[src/rtl/dsp_vec_unit.sv]
// dsp_vec_unit: a vector arithmetic unit with LANES lanes of DATA_W bits each.
// It processes one lane per clock cycle.
//
// A rising edge on start, seen in idle, launches one operation. The operands and the
// opcode are latched at launch. The unit then works through lanes 0..LANES-1 on
// successive edges. When it finishes, it commits the work vector to result and pulses
// done for one cycle.
//
// Ports:
//   clk        DSP clock
//   rst        synchronous, active-high reset
//   start      level launch request; only its rising edge matters
//   operation  2'b00 add, 2'b01 sub, 2'b10 mul (low DATA_W bits, signed), 2'b11 dot product
//   a, b       operand vectors; lane i occupies [i*DATA_W +: DATA_W]
//   result     result vector, same packing; holds its value between completions
//   done       one-cycle completion pulse (memory write enable)
//   busy       high while an operation is in flight (EXEC and DONE)
module dsp_vec_unit #(
  parameter int unsigned LANES  = 8,
  parameter int unsigned DATA_W = 32
) (
  input  logic                      clk,
  input  logic                      rst,
  input  logic                      start,
  input  logic [1:0]                operation,
  input  logic [LANES*DATA_W-1:0]   a,
  input  logic [LANES*DATA_W-1:0]   b,
  output logic [LANES*DATA_W-1:0]   result,
  output logic                      done,
  output logic                      busy
);

  localparam int unsigned IdxW = (LANES > 1) ? $clog2(LANES) : 1;
  localparam logic [IdxW-1:0] LastIdx = IdxW'(LANES - 1);

  typedef enum logic [1:0] {
    StIdle,
    StExec,
    StDone
  } state_e;

  typedef enum logic [1:0] {
    OpAdd = 2'b00,
    OpSub = 2'b01,
    OpMul = 2'b10,
    OpDot = 2'b11
  } op_e;

  state_e                    state_q, state_d;
  logic [IdxW-1:0]           idx_q, idx_d;
  logic                      start_prev_q, start_prev_d;
  logic [LANES*DATA_W-1:0]   a_q, a_d;
  logic [LANES*DATA_W-1:0]   b_q, b_d;
  logic [1:0]                op_q, op_d;
  logic [LANES*DATA_W-1:0]   work_q, work_d;
  logic [DATA_W-1:0]         acc_q, acc_d;
  logic [LANES*DATA_W-1:0]   result_q, result_d;

  logic                      launch;
  logic [DATA_W-1:0]         lane_a, lane_b, lane_prod;

  assign launch = start & ~start_prev_q;

  always_comb begin
    lane_a    = a_q[idx_q*DATA_W +: DATA_W];
    lane_b    = b_q[idx_q*DATA_W +: DATA_W];
    // The low DATA_W bits of a two's-complement product do not depend on signedness.
    lane_prod = lane_a * lane_b;
  end

  always_comb begin
    state_d      = state_q;
    idx_d        = idx_q;
    start_prev_d = start;
    a_d          = a_q;
    b_d          = b_q;
    op_d         = op_q;
    work_d       = work_q;
    acc_d        = acc_q;
    result_d     = result_q;

    unique case (state_q)
      StIdle: begin
        if (launch) begin
          a_d     = a;
          b_d     = b;
          op_d    = operation;
          work_d  = '0;
          acc_d   = '0;
          idx_d   = '0;
          state_d = StExec;
        end
      end
      StExec: begin
        unique case (op_e'(op_q))
          OpAdd: work_d[idx_q*DATA_W +: DATA_W] = lane_a + lane_b;
          OpSub: work_d[idx_q*DATA_W +: DATA_W] = lane_a - lane_b;
          OpMul: work_d[idx_q*DATA_W +: DATA_W] = lane_prod;
          OpDot: acc_d = acc_q + lane_prod;
          default: ;
        endcase
        idx_d = idx_q + 1'b1;
        if (idx_q == LastIdx) begin
          state_d = StDone;
          // Commit includes the lane processed on this same edge.
          if (op_e'(op_q) == OpDot) begin
            result_d              = '0;
            result_d[DATA_W-1:0]  = acc_d;
          end else begin
            result_d = work_d;
          end
        end
      end
      StDone: begin
        state_d = StIdle;
      end
      default: begin
        state_d = StIdle;
      end
    endcase
  end

  always_ff @(posedge clk) begin
    if (rst) begin
      state_q      <= StIdle;
      idx_q        <= '0;
      start_prev_q <= 1'b0;
      a_q          <= '0;
      b_q          <= '0;
      op_q         <= '0;
      work_q       <= '0;
      acc_q        <= '0;
      result_q     <= '0;
    end else begin
      state_q      <= state_d;
      idx_q        <= idx_d;
      start_prev_q <= start_prev_d;
      a_q          <= a_d;
      b_q          <= b_d;
      op_q         <= op_d;
      work_q       <= work_d;
      acc_q        <= acc_d;
      result_q     <= result_d;
    end
  end

  assign result = result_q;
  assign done   = (state_q == StDone);
  assign busy   = (state_q != StIdle);

endmodule
[config.mk]
export PLATFORM = sky130hd
export DESIGN_NAME = dsp_vec_unit
export DESIGN_NICKNAME = d
export VERILOG_FILES = /design/src/rtl/dsp_vec_unit.sv
export SDC_FILE = /design/constraint.sdc
export NUM_CORES = 2
export LEC_CHECK = 0
export ABC_AREA = 1
export CORE_MARGIN = 2
export CORE_UTILIZATION = 50
export CTS_BUF_LIST = sky130_fd_sc_hd__clkbuf_8
export DETAILED_ROUTE_END_ITERATION = 7
export PLACE_DENSITY = 0.71
export REMOVE_ABC_BUFFERS = 1
export SYNTH_ARGS = -nofsm -noshare
export SYNTH_HDL_FRONTEND = slang
export SYNTH_SLANG_ARGS = --single-unit
[constraint.sdc]
create_clock -name clk -period 12.4 [get_ports clk]
set_clock_uncertainty 0.05 [all_clocks]
set_input_delay 1.86 -clock clk [delete_from_list [all_inputs] [get_ports clk]]
set_output_delay 1.86 -clock clk [all_outputs]
set_load 0.02 [all_outputs]
==> results_dict.tcl <==
set metrics [dict create \
    maxSlewViolCount 0 \
    grt_pass1_vias 69470 \
    peakVddDrop_mv 0.7370 \
    post-dp-hpwl_microns 204800 \
    die_width_microns 379.5 \
    crit_path_top_delay_cell "nand2_1" \
    fillerInstances 13260 \
    end_kind "register" \
    synth_warnings 0 \
    first_iter_violations 8264 \
    critPathArrivalTime_ns 12.24 \
    outcome "complete, no violations" \
    worst_pin_slew_ns 1.490 \
    r2r-start "idx_q[1]$_SDFFE_PP0P_" \
    drc_errors 0 \
    cts_root_buffer "clkbuf_8" \
    drt-vias-per-instance 5.730 \
    synth_seq_cells 1064 \
    start_util_pct 50.48 \
    clock-sinks 1064 \
    period_needed_ns 11.52 \
    postCtsResizedCells 0 \
    detailroute.via_count 73230 \
    whs_path_depth 2 \
    rr_worst_depth 43 \
    slew_headroom_pct 0.6446 \
    syn-mean-instance-area_sq_um 6.818 \
    path_buf_inv 10 \
    yosysTopAreaCellShare_pct 30.21 \
    synthAdderAreaFrac_pct 15.64 \
    synth_flop_cell "dfxtp_1" \
    drtAntennaViolNets 0 \
    synth_top_cell_by_area "dfxtp_1" \
    setup_tns_ns 0 \
    post_cts_buffers 0 \
    port_buffers 774 \
    p_leak_nw 36.02 \
    drtPass1Iterations 7 \
    holdPathEnd "a_q[203]$_SDFFE_PP0P_" \
    min_period_over_period_pct 92.90 \
    r2r_setup_slack_ns 0.88 \
    antenna_found_initial 13 \
    synth_common_cells "2,458 x nand2_1, 1,419 x nor2_1, 1,064 x dfxtp_1, 1,020 x a21oi_1, 981 x o21ai_0" \
    dr_wl_met3_microns 29210 \
    rsz0062_at_grt "false" \
    crit_required_ns 13.12 \
    synth-async-reset-ratio_pct 0 \
    cts_max_path_buffers 3 \
    synth_seq_area_share_pct 30.21 \
    die-area_sq_um 144100 \
    crit_type "register to register" \
    wl_microns 278200 \
    hp-class "register to register" \
    fp.dieH_microns 379.5 \
    synth_cells 10340 \
    p_per_area_nw_per_um2 259.0 \
    final_nets 11910 \
    ys_types 61 \
    grt_max_degree 269 \
    clkSlewWorstSetupHoldPaths_ns 0.06 \
    grt_pass1_wl_microns 420200 \
    yosysMostFrequentCell "nand2_1" \
    holdBufCountCts 0 \
    wl_met1_microns 112200 \
    p_clk_share_pct 15.4 \
    syn_to_final_growth_pct 17.34 \
    synth_area_sq_um 70520 \
    cap_violations 0 \
    clkLatencyLatePin_ns 0.94 \
    comb_power_share_pct 67.5 \
    cp_max_fo 47 \
    avgRoutedWirePerCell_microns 21.76 \
    numCtsBuffers 179 \
    hold_violations 0 \
    cts_tree "built" \
    fmax_mhz 86.81 \
    grt_usage_pct 37.55 \
    overflow 0 \
    top_layer "met5" \
    core_area_sq_um 139700 \
    critical-path-max-stage-delay_ns 0.82 \
    met2_length_microns 120000 \
    setup_viol 0 \
    yosys.area_share.simple_pct 24.62 \
    synthTopCellsByArea "dfxtp_1 30%, nand2_1 13%, fa_1 12%, nor2_1 7.6%, a21oi_1 7.2%" \
    place_congestion 1.006 \
    synth_mux_area_share_pct 0 \
    rr_endpoint "acc_q[26]$_SDFFE_PP0P_" \
    synth_edf_count 0 \
    switching_share_pct 55.16 \
    drive_above_1_share_pct 4.911 \
    synth_compound_area_share_pct 18.97 \
    holdWs_ns 0.4006 \
    seqPwrFrac_pct 17.1 \
    io_pins 775 \
    synth_top_family_by_area "simple AND/OR/NAND/NOR gates" \
    synth_xor_xnor_area_share_pct 1.141 \
    startpoint_type "register" \
    rows 137 \
    crit_path_frequent_cell "inv_1" \
    p_int_mw 9.611 \
    h-tree-depth 4 \
    crit_family "adder cells" \
    p_sw_mw 11.82 \
    hold_path_startpoint "a_q[203]$_SDFFE_PP0P_" \
]
[metal layers]
layer / up-vias / GRT usage, %
met5: - / 0
met4: 8 / 20.36
met3: 788 / 8.706
met2: 3861 / 56.96
met1: 34540 / 49.48
li1: 34030 / -
[tightest hold or removal path, cell delays in order (launching register included)]
cell and delay (ns):
dfxtp_1 0.30, inv_1 0.06, a21oi_1 0.05
[cells in the final DEF (no fill, tap or decap), types with 83 or more instances in the layout]
master              n
fa_1              411
clkbuf_8          226
ha_1              224
buf_4             127
o211ai_1          140
a21oi_1          1020
o21ai_1            83
inv_1            1016
nor2_1           1411
nand2_1          2457
o21ai_0           980
clkdlybuf4s50_1   773
dfxtp_1          1061
nand3_1           397
[logic make-up after synthesis]
group | after synthesis
xor+xnor | 91
fa+ha+maj | 635
compound gates | 2470
simple gates | 4405
buf+inv | 1677
flops | 1064
[through the flow]
step	setup WS (ns)	total power, mW	util (%)	instance area, sq um	cells
6_report	0.8808	21.43	59.23	82740	12780
4_1_cts	1.216	21.01	59.21	82720	12770
3_5_place_dp	1.294	17.65	56.54	78990	12450
3_3_place_gp	1.408	17.60	56.54	78990	12450
2_1_floorplan	-29.91	12.63	-	67620	9662
5_1_grt	0.4743	22.87	59.23	82740	12780
[registers in the layout, indices dropped and copies added (netlist names)]
register	flops
a_q	256
acc_q	32
b_q	256
idx_q	3
op_q	2
result	256
start_prev_q	1
state_q	2
work_q	256
[worst max path at each step]
stage | cells past startpoint | slack (ns) | to | from
3_5_place_dp | 43 | 1.29 | acc_q[26]$_SDFFE_PP0P_ | idx_q[1]$_SDFFE_PP0P_
4_1_cts | 46 | 1.22 | acc_q[26]$_SDFFE_PP0P_ | idx_q[0]$_SDFFE_PP0P_
6_report | 43 | 0.88 | acc_q[26]$_SDFFE_PP0P_ | idx_q[1]$_SDFFE_PP0P_
3_3_place_gp | 41 | 1.41 | acc_q[31]$_SDFFE_PP0P_ | idx_q[0]$_SDFFE_PP0P_
5_1_grt | 44 | 0.47 | acc_q[26]$_SDFFE_PP0P_ | idx_q[1]$_SDFFE_PP0P_
2_1_floorplan | 5 | -29.91 | idx_q[0]$_SDFFE_PP0P_ | start
[power groups by stage]
| stage | clock network [mW] | registers [mW] | logic, mW |
|---|---|---|---|
| CTS | 3.33 | 3.66 | 14.0 |
| global placement | 0 | 3.73 | 13.9 |
| detailed placement | 0 | 3.73 | 13.9 |
| global route | 3.48 | 3.68 | 15.7 |
| finish | 3.30 | 3.66 | 14.5 |
| floorplan | 0 | 3.73 | 8.90 |
[layout make-up]
| class | instances | area, sq um | share of cell area, % |
|---|---|---|---|
| multi-input combinational | 7601 | 42660 | 51.56 |
| sequential | 1064 | 21310 | 25.76 |
| timing repair buffer | 910 | 8886 | 10.74 |
| inverter | 997 | 3782 | 4.571 |
| clock buffer | 226 | 3110 | 3.759 |
| tap | 1876 | 2347 | 2.837 |
| clock inverter | 97 | 619.3 | 0.7485 |
| antenna | 9 | 22.52 | 0.02722 |
No activity file was read; power rests on OpenSTA's default activity.
